$ cat config.mk
export PLATFORM = sky130hd
export DESIGN_NAME = delay_line_ctrl_flat
export DESIGN_NICKNAME = d
export VERILOG_FILES = /design/src/rtl/delay_line_ctrl_if.sv /design/src/rtl/delay_line_ctrl.sv /design/src/flat_wrapper.sv
export SDC_FILE = /design/constraint.sdc
export NUM_CORES = 1
export LEC_CHECK = 0
export CAP_MARGIN = 30
export CORE_AREA = 3 3 51 53
export CTS_CLUSTER_SIZE = 16
export DETAILED_ROUTE_END_ITERATION = 8
export DIE_AREA = 0 0 54 56
export PLACE_DENSITY = 0.76
export SYNTH_ARGS = -nofsm -noshare
export SYNTH_HDL_FRONTEND = slang
export SYNTH_SLANG_ARGS = --single-unit
$ cat constraint.sdc
create_clock -name clk -period 2.6 [get_ports clk]
set_input_delay 0.26 -clock clk [delete_from_list [all_inputs] [get_ports clk]]
set_output_delay 0.26 -clock clk [all_outputs]
set_load 0.005 [all_outputs]
$ cat src/rtl/delay_line_ctrl_if.sv
// Control/status bundle between the host, the delay-line sequencer and the datapath.
// The master side issues delay requests and pacing; the slave side drives the line.
interface delay_line_ctrl_if #(
  parameter int AW    = 3,
  parameter int DIV_W = 8
);
  logic             run_en;
  logic [DIV_W-1:0] div;
  logic             cfg_req;
  logic [AW-1:0]    cfg_delay;
  logic             cfg_ack;
  logic             line_clr;
  logic [AW-1:0]    line_addr;
  logic             shift_en;
  logic             dout_valid;
  logic             busy;

  modport master (
    output run_en, div, cfg_req, cfg_delay,
    input  cfg_ack, line_clr, line_addr, shift_en, dout_valid, busy
  );

  modport slave (
    input  run_en, div, cfg_req, cfg_delay,
    output cfg_ack, line_clr, line_addr, shift_en, dout_valid, busy
  );
endinterface

$ cat src/rtl/delay_line_ctrl.sv
// Sequencer for a tapped serial delay line: paces shifts with a divider and runs a
// flush/refill sequence on every delay change so dout_valid only marks fresh taps.
module delay_line_ctrl #(
  parameter int DEPTH = 7,
  parameter int AW    = 3,
  parameter int DIV_W = 8
) (
  input logic              clk,
  input logic              clr,
  delay_line_ctrl_if.slave bus
);
  typedef enum logic [1:0] {IDLE, FLUSH, FILL, RUN} state_t;

  localparam logic [AW-1:0] DMAX = AW'(DEPTH);

  state_t           state_q;
  logic [AW-1:0]    del_q;
  logic [AW-1:0]    fill_q;
  logic [AW-1:0]    line_addr_q;
  logic [DIV_W-1:0] cnt_q;
  logic             cfg_ack_q;
  logic             line_clr_q;
  logic             dout_valid_q;
  logic             busy_q;

  logic [AW-1:0]    del_d;
  logic             tick;
  logic             shift;
  logic             accept;

  always_comb begin
    del_d  = (bus.cfg_delay > DMAX) ? DMAX : bus.cfg_delay;
    // A zero-delay fill has nothing to shift in, so the divider stays parked there.
    tick   = bus.run_en && (state_q == RUN || (state_q == FILL && fill_q != '0));
    shift  = tick && (cnt_q == bus.div);
    accept = bus.cfg_req && (state_q == IDLE || state_q == RUN);
  end

  always_ff @(posedge clk) begin
    if (!clr) begin
      state_q      <= IDLE;
      del_q        <= '0;
      fill_q       <= '0;
      line_addr_q  <= '0;
      cnt_q        <= '0;
      cfg_ack_q    <= 1'b0;
      line_clr_q   <= 1'b0;
      dout_valid_q <= 1'b0;
      busy_q       <= 1'b0;
    end else begin
      cfg_ack_q <= 1'b0;
      if (tick) begin
        cnt_q <= shift ? '0 : cnt_q + DIV_W'(1);
      end
      unique case (state_q)
        IDLE: begin
          line_clr_q <= 1'b1;
        end
        FLUSH: begin
          line_clr_q <= 1'b1;
          fill_q     <= del_q;
          cnt_q      <= '0;
          state_q    <= FILL;
        end
        FILL: begin
          if (fill_q == '0 || (shift && fill_q == AW'(1))) begin
            state_q      <= RUN;
            busy_q       <= 1'b0;
            dout_valid_q <= 1'b1;
          end
          if (shift) begin
            fill_q <= fill_q - AW'(1);
          end
        end
        RUN: begin
        end
        default: begin
          state_q <= IDLE;
        end
      endcase
      // Accepting from RUN overrides the RUN hold above; any shift this cycle still occurs.
      if (accept) begin
        del_q        <= del_d;
        line_addr_q  <= del_d;
        state_q      <= FLUSH;
        cfg_ack_q    <= 1'b1;
        line_clr_q   <= 1'b0;
        busy_q       <= 1'b1;
        dout_valid_q <= 1'b0;
      end
    end
  end

  assign bus.cfg_ack    = cfg_ack_q;
  assign bus.line_clr   = line_clr_q;
  assign bus.line_addr  = line_addr_q;
  assign bus.shift_en   = shift;
  assign bus.dout_valid = dout_valid_q;
  assign bus.busy       = busy_q;
endmodule

$ cat src/flat_wrapper.sv
// flat-port wrapper written by rule: the top's interface ports become plain ports
module delay_line_ctrl_flat 
#(
  parameter int DEPTH = 7,
  parameter int AW    = 3,
  parameter int DIV_W = 8
)
  (clk, clr, bus_run_en, bus_div, bus_cfg_req, bus_cfg_delay, bus_cfg_ack, bus_line_clr, bus_line_addr, bus_shift_en, bus_dout_valid, bus_busy);
  delay_line_ctrl_if #(.AW(AW), .DIV_W(DIV_W)) bus_i ();
  input logic clk;
  input logic clr;
  input wire logic [$bits(bus_i.run_en)-1:0] bus_run_en;
  input wire logic [$bits(bus_i.div)-1:0] bus_div;
  input wire logic [$bits(bus_i.cfg_req)-1:0] bus_cfg_req;
  input wire logic [$bits(bus_i.cfg_delay)-1:0] bus_cfg_delay;
  output wire logic [$bits(bus_i.cfg_ack)-1:0] bus_cfg_ack;
  output wire logic [$bits(bus_i.line_clr)-1:0] bus_line_clr;
  output wire logic [$bits(bus_i.line_addr)-1:0] bus_line_addr;
  output wire logic [$bits(bus_i.shift_en)-1:0] bus_shift_en;
  output wire logic [$bits(bus_i.dout_valid)-1:0] bus_dout_valid;
  output wire logic [$bits(bus_i.busy)-1:0] bus_busy;
  assign bus_i.run_en = bus_run_en;
  assign bus_i.div = bus_div;
  assign bus_i.cfg_req = bus_cfg_req;
  assign bus_i.cfg_delay = bus_cfg_delay;
  assign bus_cfg_ack = bus_i.cfg_ack;
  assign bus_line_clr = bus_i.line_clr;
  assign bus_line_addr = bus_i.line_addr;
  assign bus_shift_en = bus_i.shift_en;
  assign bus_dout_valid = bus_i.dout_valid;
  assign bus_busy = bus_i.busy;
  delay_line_ctrl #(.DEPTH(DEPTH), .AW(AW), .DIV_W(DIV_W)) u_core (.clk(clk), .clr(clr), .bus(bus_i));
endmodule
==> results of run 1 <==
final timing paths:
| kind | end | from | slack [ps] |
|---|---|---|---|
| worst max-delay path | bus_shift_en | u_core.fill_q[0] | 300 |
| worst min-delay path | u_core.bus.dout_valid | u_core.bus.dout_valid | 460 |
| worst max register to register | u_core.cnt_q[4] | u_core.fill_q[0] | 500 |
| worst min register to register | u_core.bus.dout_valid | u_core.bus.dout_valid | 460 |
placed cells by master (no fill, tap or decap), drive strengths merged, types with 2 or more instances in the layout:
master / n
clkdlybuf4s50: 21
dfxtp: 20
xnor2: 12
nand2: 11
nor2: 11
ha: 8
inv: 6
a21oi: 6
nor2b: 4
clkbuf: 4
nand2b: 3
a22o: 3
nand4: 2
nand3: 2
xor2: 2
nor3: 2
o211ai: 2
mux2i: 2
buf: 2
nor4: 2
critical path: cells and delay by family (launching register included):
kind / cells / cell delay (ps)
buffers and inverters: 2 / 340
DFF: 1 / 350
adders and majority gates: 2 / 440
AOI/OAI and AO/OA: 1 / 130
and+or+nand+nor: 2 / 470
flip-flops by register name, summed over array words and instances, names as in the netlist:
signal                 count
u_core.cnt_q               8
u_core.del_q               3
u_core.fill_q              3
u_core.state_q             2
u_core.bus.busy            1
u_core.bus.cfg_ack         1
u_core.bus.dout_valid      1
u_core.bus.line_clr        1
through the flow:
step	instances	total power [mW]	hold slack [ps]	instance area, sq um
floorplan	117	0.561	386	1080
global placement	165	0.662	437	1330
detailed placement	165	0.671	445	1330
CTS	169	0.857	466	1370
global route	169	0.900	498	1370
finish	169	0.843	463	1370
per-layer routing:
layer / share of wire / vias up / track usage
li1: - / 450 / -
met3: 0.041 / 4 / 0.0295
met1: 0.44 / 404 / 0.194
met5: 0 / - / 0
met4: 0.024 / 0 / 0.114
met2: 0.49 / 21 / 0.279
final cells by class:
type,instances,area share
flip-flops and latches,20,0.293
repair buffers,24,0.171
clock buffers,4,0.0266
inverters,6,0.0165
multi-input cells,87,0.467
well taps,28,0.0257
power by group through the flow:
stage | registers [mW] | clock network (mW) | logic, mW
after floorplan | 0.381 | 0 | 0.180
after global placement | 0.381 | 0 | 0.281
after detailed placement | 0.384 | 0 | 0.287
after CTS | 0.378 | 0.190 | 0.289
after global routing | 0.383 | 0.197 | 0.320
final | 0.378 | 0.182 | 0.283
cells by family (layout without fill, tap and decap cells):
logic type,count (synthesis),after routing
simple gates,42,42
fa+ha+maj,8,8
flops,20,20
mux,2,2
xor+xnor,14,14
compound gates,21,21
buf+inv,10,34
what timing repair did:
item                       in CTS  in global routing
hold buffers                    0                  0
resized for setup               1                  0
setup endpoints to repair       1                  0
==> results.md, run 1 <==
* Synthesis-stage register bit count at 20
* Complex-gate fraction of the synthesized area at 0.152
* Most frequent cell after synthesis: dfxtp_1
* Setup violators final at 0
* Initial antenna violation count at 0
* Period utilization at 0.884
* Reg power frac at 0.448
* Post-CTS Setup Bufs at 0
* Worst Path Required at 2340 ps
* Layout overhead on the synthesized area at 26.6%
* Most frequent cells after synthesis: 20 x dfxtp_1, 11 x nand2_1, 11 x nor2_1, 11 x xnor2_1, 8 x ha_1
* Die width at ~54 um
* Yosys top cell area share at 0.371
* Maximum buffer depth of the clock tree at 2
* Total iterations of the first detailed-routing run at 3
* WS Path Type: flip-flop to output port
* Crit-path max FO at 6
* DR vias at 879
* DIE AREA at 3020 sq um
* Max-Cap Viols at 0
* Largest net degree at the start of global routing at 13
* Simple-Gate Fraction of Synth Area at 0.206
* CTS Buf Count at 3
* Top cell by count, worst path: ha_1
* Layout cells sized above 1 at 0.0993
* Final design utilization at 0.623
* Multi-input gate area at 637 sq um
* Sw Share at 0.310
* Worst skew pair latency at 300 ps
* VDD IR-drop max at 0.441 mV
* Slew @ Worst Pin at ~400 ps
* Antenna-violating nets left at 0
* Cell Rows at 17
* GP Congestion at around 0.8
* Io pins at 23
* Wire per inst at 13.0 um
* Synth cell types at 38
* Slew margin rel. at 0.734
* Most common flop cell mapped by yosys: dfxtp_1
* Hpwl dp at 1730 um
* CTS Sinks at 20
* Die Ht at 56 um
* Sequential Area at ~400 sq um
* CP cell instances: inv_1 -> ha_1 -> ha_1 -> nor2b_2 -> o21ai_2 -> nor4_4 -> dlygate4sd2_1
* Peak per-stage delay on the critical path at 350 ps
* Post-synthesis sequential area ratio at 0.371
* Adder-cell area share of the yosys netlist at 0.0928
* Avg Inst Size Synth at 9.22 sq um
* Final Skew at 2.22 ps
* Clock share of power at 0.216
* Fin crit period at 2300 ps
* Mapped Nets at 140
* Sw Pwr at 0.261 mW
* Largest family of logic cells by synthesized area: simple AND/OR/NAND/NOR gates
* Cells on worst reg2reg path at 9
* First-pass GRT wire length at a little under 4000 um
* Post-synth EDFFs at 0
* Yosys warns at 0
* CTS tree: yes
* Hold Crit Class: flip-flop to flip-flop
* Initial core utilization at 0.492
* DR vias/cell at 5.20
* Global route overflow at 0
* Top area cells in the synthesized netlist: dfxtp_1 37%, ha_1 9.3%, xnor2_1 8.9%
* Status: finished clean
* RSZ-0062 raised after global routing: no
* Tot GR Track Use at 0.171
* Worst path slowest cell: dfxtp_1
* Internal cell power at 0.582 mW
* WL final at 2200 um
* Vias in the first global route at 943
* CTS Root Buffer Type: clkbuf_4
* DRC Markers at 0
* Hold-critical path depth at 2
* Endpoint class of the critical path: output port
* Pleak at 0.494 nW
* CTS H-tree depth at 1
* Layout Nets at 165
* I/O Buffers at 22
* Fin. Hold Viols at 0
* TNS Setup at 0 ps
* Achievable frequency at between 400 and 500 MHz
* Clock transition at the registers of the reported paths at 110 ps
* # diodes at 0
* Critical path startpoint category: flip-flop
* Initial DRC count at 7
* Cell type with the largest total area after synthesis: dfxtp_1
* Core Area at 2190 sq um
* Number of fill cells at 200
* Setup WS pre-CTS at 359 ps
* Syn Std Cell Area at ~1100 sq um
* Post-synthesis mux area share at 0.0186
* Xor-xnor portion of the synthesized cell area at 0.121
* CP arrival at about 2000 ps
* Mapped Cells at about 120
* Logic gate share of total power at 0.336
* Slew Limit Fails at 0
* Ys async rst share at 0
* Worst setup margin at 302 ps
* Power per cell area at ~620 nW/um^2
Power figures use the tool's default switching activity.
==> run 2: changes to the inputs <==
CORE_AREA = 3 3 54 56   (was 3 3 51 53)
DIE_AREA = 0 0 57 59   (was 0 0 54 56)
PLACE_DENSITY = 0.71   (was 0.76)
clock period = 2 ns   (was 2.6 ns; I/O delays follow)
==> results.md, run 2 (synthesis results as in run 1) <==
* Initial antenna violation count at 0
* Clock transition at the registers of the reported paths at 110 ps
* Multi-input gate area at 644 sq um
* Die Ht at 59 um
* Number of fill cells at 225
* Hold endpoint: u_core.bus.dout_valid
* Worst path slowest cell: dfxtp_2
* CTS Root Buffer Type: clkbuf_4
* CP arrival at 1630 ps
* Fin crit period at 1830 ps
* CTS H-tree depth at 1
* Die width at 57 um
* DR vias/cell at between 5 and 6
* Slew margin rel. at 0.753
* Core Area at 2480 sq um
* Pleak at 0.529 nW
* Achievable frequency at 545 MHz
* Max reg flops at 8
* DR vias at 926
* Slew Limit Fails at 0
* Layout cells sized above 1 at 0.174
* FF-to-FF setup slack at approximately 180 ps
* RSZ-0062 raised after global routing: no
* Status: finished clean
* Sequential Area at 402 sq um
* Buffers plus inverters on the worst setup path at 2
* Commonest cells after routing, fill and taps aside: 21 x clkdlybuf4s50_1, 19 x dfxtp_1, 11 x xnor2_1, 11 x nand2_1, 11 x nor2_1
* Antenna-violating nets left at 0
* Global route overflow at 0
* Reg with most FFs: u_core.cnt_q
* CP cell instances: inv_1 -> ha_1 -> ha_2 -> nor2b_2 -> o21ai_2 -> nor4_4 -> buf_2
* Peak per-stage delay on the critical path at 350 ps
* Final Skew at a little under 1 ps
* DIE AREA at 3360 sq um
* Worst flop-to-flop path endpoint: u_core.cnt_q[5]
* Total iterations of the first detailed-routing run at 6
* Grt met3 use at 0.0349
* Max-Cap Viols at 0
* WL final at 2370 um
* Fin. Hold Viols at 0
* Cells on worst reg2reg path at 10
* # diodes at 0
* Worst Path Required at 1800 ps
* Slew @ Worst Pin at 371 ps
* Layout overhead on the synthesized area at 32.8%
* Layout Nets at between 150 and 200
* HP Start: u_core.bus.dout_valid
* Wire per inst at 13.2 um
* CP top delay family: adder cells
* Largest net degree at the start of global routing at 13
* CTS Buf Count at 3
* Worst r2r src: u_core.fill_q[0]
* Maximum buffer depth of the clock tree at 2
* Io pins at 23
* Commonest non-fill, non-tap cell in the layout: clkdlybuf4s50_1
* Setup violators final at 0
* M2 GR Usage at 0.302
* CTS Sinks at 20
* CTS tree: yes
* Tot GR Track Use at 0.159
* WS Path Type: flip-flop to output port
* Hpwl dp at 1900 um
* DRC Markers at 0
* Cell Rows at 18
* Setup WS pre-CTS at -113 ps
* Initial DRC count at 11
* Hold Crit Class: flip-flop to flip-flop
* Critical path startpoint category: flip-flop
* Initial core utilization at 0.435
* I/O Buffers at 22
* Busiest grt layer: met2
* Worst setup margin at about 170 ps
* VDD IR-drop max at 0.599 mV
* Vias in the first global route at ~990
* Post-layout power at 1.14 mW
* Hold-fix buffers, CTS at 0
* Final design utilization at 0.578
* Hold-critical path depth at 2
* GP Congestion at 0.789
* Leading registers by flop count: u_core.cnt_q (8), u_core.del_q (3), u_core.fill_q (3)
* Met1 usage at 0.171
* Period utilization at 0.917
* Worst skew pair latency at 300 ps
* First-pass GRT wire length at 4150 um
* Crit-path max FO at 2
* Power per cell area at 793 nW/um^2
* Endpoint class of the critical path: output port
==> run 2: cell count changes in the layout (fill, tap and decap cells not counted) <==
cell / previous run / this run
buf_4: 2 / 10
buf_2: 0 / 1
dfxtp_1: 20 / 19
dfxtp_2: 0 / 1
dlygate4sd2_1: 1 / 0
ha_1: 8 / 7
ha_2: 0 / 1
nor3_1: 2 / 1
nor3_2: 0 / 1
==> run 2: how the worst max path moves through the flow <==
stage | startpoint | slack, ps | to | cells after the start
2_1_floorplan | u_core.fill_q[0] | 60 | u_core.bus.busy | 8
3_3_place_gp | bus_div[7] | -90 | bus_shift_en | 5
3_5_place_dp | bus_div[0] | -110 | bus_shift_en | 5
4_1_cts | u_core.fill_q[0] | 20 | bus_shift_en | 7
5_1_grt | u_core.fill_q[0] | 20 | u_core.cnt_q[6] | 10
6_report | u_core.fill_q[0] | 170 | bus_shift_en | 7
==> run 2: final cells by class <==
class,instances,area share
multi-input combinational,87,0.450
sequential,20,0.280
timing repair buffer,32,0.203
tap,30,0.0262
clock buffer,4,0.0253
inverter,6,0.0157
==> run 2: what timing repair did <==
action	4_1_cts	5_1_grt
endpoints found under the setup margin	2	8
gates resized for setup	6	1
gates cloned	0	0
pin swaps	0	2
setup buffers	1	0
==> run 2: power by group <==
group          internal, mW  switching, mW  total, mW
clock network         0.111          0.129      0.240
logic                 0.222          0.192      0.413
registers             0.451         0.0318      0.483
total                 0.784          0.352       1.14
==> run 2: worst register-to-register path, delay by kind of cell (launching register included) <==
family,cells,cell delay (ps)
AND/OR/NAND/NOR,3,400
adder cells (fa/ha/maj),2,390
flip-flops,1,350
buffers and inverters,3,260
AO/OA/AOI/OAI,1,180
XOR/XNOR,1,140
==> run 2: through the flow <==
| stage | cells | cell area, sq um | hold slack (ps) | setup TNS, ps |
|---|---|---|---|---|
| final | 179 | 1430 | 456 | 0 |
| after global routing | 179 | 1430 | 488 | 0 |
| after CTS | 179 | 1430 | 460 | 0 |
| after detailed placement | 174 | 1390 | 448 | -113 |
| after global placement | 174 | 1390 | 440 | -85.6 |
| after floorplan | 117 | 1080 | 326 | 0 |
==> run 2: routing by layer <==
| layer | vias to the layer above | wire (um) |
|---|---|---|
| met5 | - | 0 |
| met4 | 0 | 17 |
| met3 | 2 | 114 |
| met2 | 20 | 1250 |
| met1 | 438 | 990 |
| li1 | 466 | - |
==> RTL change, RTL diff (flow settings as in run 2) <==
`DIV_W` is set to 8 in 3 places; all go to 10.
--- a/src/rtl/delay_line_ctrl_if.sv
+++ b/src/rtl/delay_line_ctrl_if.sv
@@ -3,5 +3,5 @@
 interface delay_line_ctrl_if #(
   parameter int AW    = 3,
-  parameter int DIV_W = 8
+  parameter int DIV_W = 10
 );
   logic             run_en;
--- a/src/rtl/delay_line_ctrl.sv
+++ b/src/rtl/delay_line_ctrl.sv
@@ -4,5 +4,5 @@
   parameter int DEPTH = 7,
   parameter int AW    = 3,
-  parameter int DIV_W = 8
+  parameter int DIV_W = 10
 ) (
   input logic              clk,
--- a/src/flat_wrapper.sv
+++ b/src/flat_wrapper.sv
@@ -4,5 +4,5 @@
   parameter int DEPTH = 7,
   parameter int AW    = 3,
-  parameter int DIV_W = 8
+  parameter int DIV_W = 10
 )
   (clk, clr, bus_run_en, bus_div, bus_cfg_req, bus_cfg_delay, bus_cfg_ack, bus_line_clr, bus_line_addr, bus_shift_en, bus_dout_valid, bus_busy);
Interface: changed (resized bus_div); port bits go from 23 to 25. The function was not compared with the original's and may differ.
==> RTL change against run 2 <==
Clock skew up 4.3 ps. Wire length grew 23%. Worst setup slack lost 120 ps. Critical endpoint is now u_core.cnt_q[0]$_SDFFE_PP0P_. Final area increased by 17%. Sequential power increased by 15%. Sequential cell count rose by 2. Sequential share of layout area shrank 1.5 points. Area after synthesis rose by 13%. Power up 27%. Final cell count rose by 15%. Via count increased by 18%.
==> RTL change: results (changes against run 2) <==
| Metric | Value |
|---|---|
| Status | complete, no violations (unchanged) |
| Clock power frac | 0.170 (was 0.211) |
| HPWL after DPL | 2.190 mm (was 1.905 mm) |
| Compound-gate portion of the synthesized area | 0.1553 (was 0.1520) |
| Worst hold path class | in -> reg (was reg -> reg) |
| Seq/Total Area, Yosys | 0.3621 (was 0.3712) |
| Worst Clk Skew | 5.340 ps (was 0.9932 ps) |
| Critical path fanouts, max | 5 (was 2) |
| Mux contribution to synthesized area | 0.01646 (was 0.01856) |
| Worst path arrival time | 2210 ps (was 1630 ps) |
| First-pass GRT wire length | 5.106 mm (was 4.153 mm) |
| Syn Inst Count | 137 (was 117) |
| DP Area | 1550 um^2 (was 1385 um^2) |
| Synth cell types | 37 (was 38) |
| Synth Area in XOR/XNOR | 0.1224 (was 0.1206) |
| Largest net degree at the start of global routing | 16 (was 13) |
| Drt via density | 5.351 (was 5.173) |
| M3 GR Usage | 0.02614 (was 0.03486) |
| Vias in the first global route | 1111 (was 988) |
| GPL Wtd Cong | 0.8415 (was 0.7887) |
| Drt pass-1 iters | 4 (was 6) |
| Met2 Use GR | 0.3197 (was 0.3018) |
| Postcts setup bufs | 3 (was 1) |
| Layout fillers | 215 (was 225) |
| Reg clk slew, reported paths | 130 ps (was 110 ps) |
| Net Sw Power | 496.7 uW (was 352.0 uW) |
[RTL change: cell count changes after synthesis, sizes merged, moves of 2 or more]
cell / delta
nand3: +3
nor2b: -2
a21oi: -3
o311ai: +2
a21boi: +2
a31oi: +3
a22o: -3
xor2: +2
nand2: +6
dfxtp: +2
nand4: +2
o21ai: +3
[RTL change: routing by layer]
layer / share of wire / routed length, um
met1: 0.46 / 1324
met4: 0.0065 / 19
met3: 0.033 / 96
met2: 0.50 / 1468
met5: 0 / 0
[RTL change: path summary, 6_finish.rpt]
check	start	to	slack, ps	cells past startpoint
setup / recovery	u_core.fill_q[1]$_SDFFE_PN0P_	u_core.cnt_q[0]$_SDFFE_PP0P_	50	10
hold / removal	bus_cfg_delay[1]	u_core.del_q[1]$_SDFFE_PN0P_	450	3
setup reg to reg	u_core.fill_q[1]$_SDFFE_PN0P_	u_core.cnt_q[0]$_SDFFE_PP0P_	50	10
hold reg to reg	u_core.fill_q[2]$_SDFFE_PN0P_	u_core.fill_q[2]$_SDFFE_PN0P_	480	2
[RTL change: kinds of logic (layout without fill, tap and decap cells)]
family                   count (synthesis)  in the layout
XOR/XNOR                                17             17
flip-flops                              22             22
buffers and inverters                   11             49
AO/OA/AOI/OAI                           24             24
AND/OR/NAND/NOR                         53             53
multiplexers                             2              2
adder cells (fa/ha/maj)                  8              8
[RTL change: metrics by stage]
| step | utilization | TNS [ps] |
|---|---|---|
| after floorplan | - | 0 |
| after global placement | 0.6258 | -125.8 |
| after detailed placement | 0.6258 | -154.5 |
| after CTS | 0.6657 | -38.78 |
| after global routing | 0.6763 | -20.79 |
| final | 0.6763 | 0 |
[RTL change: area by class of cell]
class,instances,share of cell area
clock buffers,4,0.02166
inverters,7,0.01568
multi-input cells,104,0.4720
flip-flops and latches,22,0.2651
well taps,30,0.02240
repair buffers,38,0.2031
